--- src/rtl/imgproc_msg_sequencer.sv ---
// Avalon-MM master for the image processor's slave port: checks the ID, flushes the
// message FIFO, programs the box colour, then polls and drains 3-word box messages.
//
// state     | meaning
// ----------+------------------------------------------------------------
// RD_ID     | read the ID register (addr 2), fault on mismatch
// FLUSH     | write 0x10 to status (addr 0) to empty the message FIFO
// WR_COL    | write the box colour (addr 3)
// IDLE_WAIT | poll interval timer running
// RD_STAT   | read status (addr 0), drain if at least one full message
// RD_HDR    | read header word, resync via FLUSH if it is not the message ID
// RD_TL     | read top-left corner into shadow registers
// RD_BR     | read bottom-right corner into shadow registers
// PUBLISH   | copy shadow box to outputs and pulse box_valid
// FAULT     | terminal, no bus activity until reset
module imgproc_msg_sequencer #(
  parameter int unsigned POLL_INTERVAL  = 1000,
  parameter logic [31:0] ID_VALUE       = 32'h1234EEE2,
  parameter logic [31:0] MSG_ID         = 32'h00524242,
  parameter logic [23:0] BB_COL_DEFAULT = 24'h00ff00
) (
  input  logic        clk,
  input  logic        reset,
  output logic        m_chipselect,
  output logic        m_read,
  output logic        m_write,
  output logic [2:0]  m_address,
  output logic [31:0] m_writedata,
  input  logic [31:0] m_readdata,
  input  logic        col_req,
  input  logic [23:0] col_value,
  output logic        box_valid,
  output logic [10:0] box_x_min,
  output logic [10:0] box_y_min,
  output logic [10:0] box_x_max,
  output logic [10:0] box_y_max,
  output logic        id_fault,
  output logic [7:0]  sync_errors,
  output logic        busy
);

  localparam int unsigned CNT_W     = (POLL_INTERVAL > 1) ? $clog2(POLL_INTERVAL) : 1;
  localparam logic [CNT_W-1:0] POLL_LOAD = CNT_W'(POLL_INTERVAL - 1);
  localparam logic [2:0]  ADDR_STAT = 3'd0;
  localparam logic [2:0]  ADDR_MSG  = 3'd1;
  localparam logic [2:0]  ADDR_ID   = 3'd2;
  localparam logic [2:0]  ADDR_COL  = 3'd3;
  localparam logic [31:0] FLUSH_CMD = 32'h0000_0010;

  typedef enum logic [3:0] {
    RD_ID, FLUSH, WR_COL, IDLE_WAIT, RD_STAT, RD_HDR, RD_TL, RD_BR, PUBLISH, FAULT
  } state_t;

  // PH_STB: strobe visible on the bus, PH_SMP: read data valid, PH_INIT: first read after reset
  typedef enum logic [1:0] {PH_STB, PH_SMP, PH_INIT} phase_t;

  state_t           state;
  phase_t           phase;
  logic [CNT_W-1:0] poll_cnt;
  logic             col_pend;
  logic [23:0]      col_val;
  logic             first_pass;
  logic [10:0]      sh_x_min, sh_y_min, sh_x_max, sh_y_max;
  logic [23:0]      col_next;

  // A request arriving in the cycle the colour write is launched must win
  assign col_next     = col_req ? col_value : col_val;
  assign m_chipselect = m_read | m_write;
  assign busy         = (state != IDLE_WAIT) && (state != FAULT);

  always_ff @(posedge clk or posedge reset) begin
    if (reset) begin
      state       <= RD_ID;
      phase       <= PH_INIT;
      m_read      <= 1'b0;
      m_write     <= 1'b0;
      m_address   <= '0;
      m_writedata <= '0;
      poll_cnt    <= '0;
      col_pend    <= 1'b0;
      col_val     <= BB_COL_DEFAULT;
      first_pass  <= 1'b1;
      sh_x_min    <= '0;
      sh_y_min    <= '0;
      sh_x_max    <= '0;
      sh_y_max    <= '0;
      box_x_min   <= '0;
      box_y_min   <= '0;
      box_x_max   <= '0;
      box_y_max   <= '0;
      box_valid   <= 1'b0;
      id_fault    <= 1'b0;
      sync_errors <= '0;
    end else begin
      m_read    <= 1'b0;
      m_write   <= 1'b0;
      box_valid <= 1'b0;
      case (state)
        RD_ID: begin
          if (phase == PH_INIT) begin
            m_read    <= 1'b1;
            m_address <= ADDR_ID;
            phase     <= PH_STB;
          end else if (phase == PH_STB) begin
            phase <= PH_SMP;
          end else if (m_readdata != ID_VALUE) begin
            state    <= FAULT;
            id_fault <= 1'b1;
          end else begin
            state       <= FLUSH;
            phase       <= PH_STB;
            m_write     <= 1'b1;
            m_address   <= ADDR_STAT;
            m_writedata <= FLUSH_CMD;
          end
        end
        FLUSH: begin
          state       <= WR_COL;
          m_write     <= 1'b1;
          m_address   <= ADDR_COL;
          m_writedata <= {8'h00, first_pass ? BB_COL_DEFAULT : col_next};
        end
        WR_COL: begin
          // A request seen before the first colour write stays pending for the next expiry
          if (!first_pass) col_pend <= 1'b0;
          first_pass <= 1'b0;
          state      <= IDLE_WAIT;
          poll_cnt   <= POLL_LOAD;
        end
        IDLE_WAIT: begin
          if (poll_cnt != '0) begin
            poll_cnt <= poll_cnt - 1'b1;
          end else if (col_pend) begin
            state       <= WR_COL;
            phase       <= PH_STB;
            m_write     <= 1'b1;
            m_address   <= ADDR_COL;
            m_writedata <= {8'h00, col_next};
          end else begin
            state     <= RD_STAT;
            phase     <= PH_STB;
            m_read    <= 1'b1;
            m_address <= ADDR_STAT;
          end
        end
        RD_STAT: begin
          if (phase == PH_STB) begin
            phase <= PH_SMP;
          end else if (m_readdata[15:8] >= 8'd3) begin
            state     <= RD_HDR;
            phase     <= PH_STB;
            m_read    <= 1'b1;
            m_address <= ADDR_MSG;
          end else begin
            state    <= IDLE_WAIT;
            poll_cnt <= POLL_LOAD;
          end
        end
        RD_HDR: begin
          if (phase == PH_STB) begin
            phase <= PH_SMP;
          end else if (m_readdata == MSG_ID) begin
            state     <= RD_TL;
            phase     <= PH_STB;
            m_read    <= 1'b1;
            m_address <= ADDR_MSG;
          end else begin
            if (sync_errors != 8'hFF) sync_errors <= sync_errors + 8'd1;
            state       <= FLUSH;
            phase       <= PH_STB;
            m_write     <= 1'b1;
            m_address   <= ADDR_STAT;
            m_writedata <= FLUSH_CMD;
          end
        end
        RD_TL: begin
          if (phase == PH_STB) begin
            phase <= PH_SMP;
          end else begin
            sh_x_min  <= m_readdata[26:16];
            sh_y_min  <= m_readdata[10:0];
            state     <= RD_BR;
            phase     <= PH_STB;
            m_read    <= 1'b1;
            m_address <= ADDR_MSG;
          end
        end
        RD_BR: begin
          if (phase == PH_STB) begin
            phase <= PH_SMP;
          end else begin
            sh_x_max <= m_readdata[26:16];
            sh_y_max <= m_readdata[10:0];
            state    <= PUBLISH;
            phase    <= PH_STB;
          end
        end
        PUBLISH: begin
          box_x_min <= sh_x_min;
          box_y_min <= sh_y_min;
          box_x_max <= sh_x_max;
          box_y_max <= sh_y_max;
          box_valid <= 1'b1;
          state     <= RD_STAT;
          phase     <= PH_STB;
          m_read    <= 1'b1;
          m_address <= ADDR_STAT;
        end
        FAULT: begin
          state <= FAULT;
        end
        default: begin
          state <= RD_ID;
          phase <= PH_INIT;
        end
      endcase
      if (col_req) begin
        col_pend <= 1'b1;
        col_val  <= col_value;
      end
    end
  end

endmodule
--- config.mk ---
export PLATFORM = sky130hd
export DESIGN_NAME = imgproc_msg_sequencer
export DESIGN_NICKNAME = d
export VERILOG_FILES = /design/src/rtl/imgproc_msg_sequencer.sv
export SDC_FILE = /design/constraint.sdc
export NUM_CORES = 1
export LEC_CHECK = 0
export BUFFER_PORTS_ARGS = -buffer_cell sky130_fd_sc_hd__buf_4
export CORE_MARGIN = 2
export CORE_UTILIZATION = 37
export CTS_BUF_LIST = sky130_fd_sc_hd__clkbuf_8
export CTS_CLUSTER_SIZE = 40
export DETAILED_ROUTE_END_ITERATION = 7
export GPL_TIMING_DRIVEN = 1
export PLACE_DENSITY_LB_ADDON = 0.3
export SLEW_MARGIN = 10
export SYNTH_ARGS = -nofsm -noshare
export SYNTH_HDL_FRONTEND = slang
export SYNTH_SLANG_ARGS = --single-unit
--- constraint.sdc ---
create_clock -name clk -period 6.15 [get_ports clk]
set_input_delay 0.615 -clock clk [delete_from_list [all_inputs] [get_ports clk]]
set_output_delay 0.615 -clock clk [all_outputs]
set_load 0.02 [all_outputs]
## Yosys cells after proc, flatten, opt, wreduce, memory -nomap -nowiden

Cells that the tools add are included.
Widths: inputs -> output; s select.

- Register bits: 177
- Output and inout port bits: 93
- Bits in read-only memories: 0
- Bits in latches: 0
- Memories kept: 0
- Input bits: 59
- Memory bits (writable): 0
- Logic and storage cells: 148

- Divide/modulo/power cells: 0
- Multiplexer cells: 66
- Multipliers: 0
- Eq/ne operators: 33
- Reductions and logical operators: 20
- Add/sub/neg operators: 2
- Magnitude comparators: 1
- Shift operators: 0
- Bitwise gates (word level): 5

Operators by type and width:

| kind | number |
|---|---|
| $mux 32 | 7 |
| $pmux 32 s4 | 1 |
| $mux 24 | 2 |
| $pmux 4 s10 | 1 |
| $mux 3 | 11 |
| $eq 32x23->1 const B | 1 |
| $mux 4 | 8 |
| $ne 32x29->1 const B | 1 |
| $mux 10 | 3 |
| $pmux 10 s3 | 1 |
| $ne 2x2->1 const B | 14 |
| $mux 1 | 21 |
| $pmux 3 s7 | 1 |
| $eq 4x3->1 const B | 4 |
| $reduce_and 4->1 | 4 |
| $reduce_and 8->1 | 2 |
| $mux 2 | 7 |
| $pmux 2 s6 | 1 |
| $reduce_bool 10->1 | 1 |
| $sub 10x1->10 const B | 1 |
| $ne 3x3->1 const B | 3 |
| $add 8x1->8 const B | 1 |
| $eq 4x2->1 const B | 2 |
| $eq 4x4->1 const B | 2 |
| other kinds (20) | 27 |

## Logic depth before layout (Yosys ltp)

- Depth after elaboration: 5
- Gate-level depth with buffers: 9
- Gate-level depth less buffers: 8

## Worst setup path after synthesis

OpenSTA, ideal clock, no wires.

- Path kind: input-to-reg
- Start: input m_readdata[10]
- End: register m_writedata[10]
- Required time: 6025 ps
- Stages on the path: 6
- Path slack: 3401 ps
- Path buffers: 1
- Arrival time: 2624 ps
- Library setup time: 125 ps
- Path through: or4_4 -> or4_4 -> nor4_4 -> a211o_4 -> buf_12 -> mux2_4

- Cells in the longest elaborated chain, start to end: 3
- Elaborated cells on any way between the ends: 5

RTL lines:

| what | RTL line | source |
|---|---|---|
| start, declared | 29 | `input logic [31:0] m_readdata,` |
| $eq 32x23->1 or $ne 32x29->1 (tied branches) | 162, 106 |  |
| $ne 2x2->1 (no source line) | n/a |  |
| $reduce_and 8->1 (no source line) * | n/a |  |
| end signal, assigned | 121 | `m_writedata <= {8'h00, first_pass ? BB_COL_DEFAULT : col_next};` |
| end signal, assigned | 138 | `m_writedata <= {8'h00, col_next};` |
| end, declared | 28 | `output logic [31:0] m_writedata,` |

Every way passes the cells marked *; elsewhere a longest branch is shown, timed or not.
A chain may end at the register's enable or synchronous reset.

## Worst setup path in the final report

- Start: register poll_cnt[0]
- End: register m_writedata[14]

- Cells in the longest elaborated chain, start to end: 3

RTL lines:

| what | RTL line | source |
|---|---|---|
| start, declared | 59 | `logic [CNT_W-1:0] poll_cnt;` |
| start signal, assigned | 132 | `poll_cnt <= poll_cnt - 1'b1;` |
| $reduce_bool 10->1 | 131 | `if (poll_cnt != '0) begin` |
| $ne 2x2->1 (no source line) | n/a |  |
| $reduce_and 8->1 (no source line) | n/a |  |

No other way between the ends.

==> results.sh <==
export IMPL_crit_cells=7
export IMPL_rsz0062_at_grt="no"
export IMPL_critPathBufInv=1
export IMPL_r2r_cells=7
export IMPL_h_tree_depth=4
export IMPL_p_sw_uw=486
export IMPL_first_pass_iters=4
export IMPL_cts_tree="done"
export IMPL_critPathSlowestCell="o41ai_4"
export IMPL_synth_compound_area_share_pct=7.08
export IMPL_timing_hold_ws_ns=0.405
export IMPL_ys_flop_type="dfrtp_1"
export IMPL_yosysWarningCount=0
export IMPL_p_sw_share_pct=24.4
export IMPL_sequentialPowerShare_pct=56.6
export IMPL_synth_most_common_cell="dfrtp_1"
export IMPL_r2r_slack_ns=3.18
export IMPL_wl_met2_um=8010
export IMPL_wirelength_met1_um=7050
export IMPL_arrival_ns=3.31
export IMPL_preCtsSetupSlack_ns=2.81
export IMPL_grt_ovfl_total=0
export IMPL_powerDensity_nw_per_um2=223
export IMPL_clkLatencyLatePin_ns=0.45
export IMPL_cts_buffers=17
export IMPL_async_flop_share_pct=100
export IMPL_vias_per_cell=5.04
export IMPL_cp_start_kind="register"
export IMPL_ant_nets=0
export IMPL_finClkSkew_ns=0.0182
export IMPL_area_growth_pct=22.8
export IMPL_fmax_mhz=336
export IMPL_crit_fanout=41
export IMPL_synth_top_family_by_area="multiplexers"
export IMPL_cts_sinks=168
export IMPL_r2r_start="poll_cnt[0]"
export IMPL_drv_cap=0
export IMPL_synth_seq_cells=168
export IMPL_route_top_layer_used="met4"
export IMPL_setup_viol=0
export IMPL_ys_seq_area_share_pct=58.0
export IMPL_cts_root_buf="clkbuf_8"
export IMPL_antennaDiodeCount=0
export IMPL_critical_path_endpoint_type="register"
export IMPL_worstPathRequired_ns=6.48
export IMPL_worst_pin_slew_ns=0.983
export IMPL_cts_buffer_depth=2
export IMPL_antenna_found_initial=0
export IMPL_pwr_share_clk_pct=38.8
export IMPL_place_gp_congestion=0.836
export IMPL_synthTopCellsByCount="dfrtp_1 (158), mux2_2 (117), nand2_1 (39)"
export IMPL_cts_resized=0
export IMPL_clk_pin_slew_ns=0.10
export IMPL_hp_class="in -> async"
export IMPL_critPathKind="reg -> reg"
export IMPL_slew_violations=0
export IMPL_synth_cell_area_sq_um=7270
export IMPL_synth_xor_area_share_pct=0.964
export IMPL_track_usage_pct=16.5
export IMPL_layout_drive_gt1_share_pct=45.7
export IMPL_dr_wl_met3_um=1160
export IMPL_cts_setup_buffers=0
export IMPL_syn_inst=571
export IMPL_synthMuxAreaShare_pct=19.6
export IMPL_r2r_end="m_writedata[14]"
export IMPL_leakagePower_uw=0.00426
export IMPL_endpoint="m_writedata[14]"
export IMPL_irDropWorstVdd_mv=0.144
export IMPL_design_core_area_sq_um=19400
export IMPL_yosysTopAreaCell="dfrtp_1"
export IMPL_hold_buffers=0
export IMPL_drt_wl_total_um=16400
export IMPL_dieArea_sq_um=20800
export IMPL_synth_area_top_cells="dfrtp_1 (54%), mux2_2 (18%), dfstp_2 (3.6%), o21ai_0 (2.4%), nand2_1 (2.0%)"
export IMPL_die_h_um=144
export IMPL_vias=4956
export IMPL_synth_edf_count=0
export IMPL_ys_types=56
export IMPL_routedWlPerCell_um=16.7
export IMPL_grt_pass1_wl_um=26600
export IMPL_drt_iter0_drc=177
export IMPL_final_setup_tns_ns=0
export IMPL_power_total_uw=1990
export IMPL_synth_simple_gate_area_share_pct=10.6
export IMPL_first_global_vias=5054
export IMPL_initial_utilization_pct=37.5
export IMPL_status="completed"
export IMPL_setup_slack_ns=3.18
export IMPL_combPwrFrac_pct=4.6
export IMPL_finalNetCount=766
export IMPL_rows=51
export IMPL_synth_fa_ha_area_share_pct=0.344
export IMPL_fin_crit_ns=2.97
export IMPL_drcViolationCount=0
export IMPL_p_int_uw=1510
export IMPL_crit_family="compound AO/OA/AOI/OAI gates"
export IMPL_synth_top_area_share_pct=54.4
export IMPL_hpwl_um=11200
export IMPL_port_buffers=142
export IMPL_grt_max_degree=111
export IMPL_slew_headroom_pct=34.5
export IMPL_max_stage_delay_ns=0.59
export IMPL_final_hold_viol_count=0
export IMPL_crit_chain="inv_1 > ha_1 > or3b_2 > o41ai_4 > nand4_1 > a211o_4 > mux2_4"
export IMPL_io_pins=152
export IMPL_fp_dieW_um=144
export IMPL_avgSynthCellArea_sq_um=12.7
export IMPL_fin_crit_sh_pct=48.4
export IMPL_crit_start="poll_cnt[0]"
layer usage:
metal / vias to the layer above / GRT usage, %
met5: - / 0
met4: 0 / 4.91
met3: 13 / 5.17
met2: 162 / 27.5
met1: 2498 / 20.7
li1: 2283 / -
worst min path at each step:
stage             startpoint          end  slack (ns)
4_1_cts        col_value[23]  col_val[23]        0.37
5_1_grt        col_value[23]  col_val[23]        0.37
2_1_floorplan    poll_cnt[3]  poll_cnt[3]        0.44
6_report               reset  sh_y_max[1]        0.40
3_5_place_dp        id_fault     id_fault        0.46
3_3_place_gp        id_fault     id_fault        0.46
state kept, by name, summed over array words and instances (netlist names), 4 cells and up:
name         cells
box_x_max       11
box_x_min       11
box_y_max       11
box_y_min       11
col_val         24
m_writedata     24
poll_cnt        10
sh_x_max        11
sh_x_min        11
sh_y_max        11
sh_y_min        11
state            4
sync_errors      8
per-stage QoR:
step	instance area (sq um)	util (%)	instances
6_report	8930	46.0	983
5_1_grt	8930	46.0	983
4_1_cts	8930	46.0	983
3_5_place_dp	8540	44.0	951
3_3_place_gp	8540	44.0	951
2_1_floorplan	7300	-	579
layout make-up:
type / count / area, sq um
clock buffer: 18 / 248
clock inverter: 14 / 139
fill: 1833 / 10500
inverter: 10 / 42.5
multi-input combinational: 361 / 2850
sequential: 168 / 4220
tap: 265 / 332
timing repair buffer: 147 / 1100
layout by cell type (no fill, tap or decap), types with 3 or more instances in the layout:
cell type,count
or3_1,9
nand3_1,20
nand2_1,39
inv_1,10
a31oi_1,5
inv_8,3
xnor2_1,5
nor2b_1,5
xor2_1,3
nor2_1,15
clkinvlp_4,3
a21oi_1,16
conb_1,9
and3_1,3
or4b_1,3
clkbuf_8,18
o21a_1,8
dfrtp_1,158
nand2b_1,7
inv_6,5
nor4b_1,3
buf_4,147
nor3_1,6
mux2_4,7
mux2_2,117
o21ai_0,35
dfstp_2,10
nand4_1,5
kinds of logic after synthesis:
family,count (synthesis)
DFF,168
adders and majority gates,2
other,1
buffers and inverters,50
xor gates and xnor gates,8
muxes,124
AOI/OAI and AO/OA,80
and+or+nand+nor,138
power by group through the flow:
stage / Combinational, uW / Clock, uW / Sequential (uW)
final: 91.7 / 774 / 1130
after CTS: 94.1 / 807 / 1130
after detailed placement: 93.9 / 0 / 1150
after floorplan: 51.0 / 0 / 1150
after global routing: 102 / 854 / 1130
after global placement: 91.6 / 0 / 1150
(Power assumes the default switching activity.)
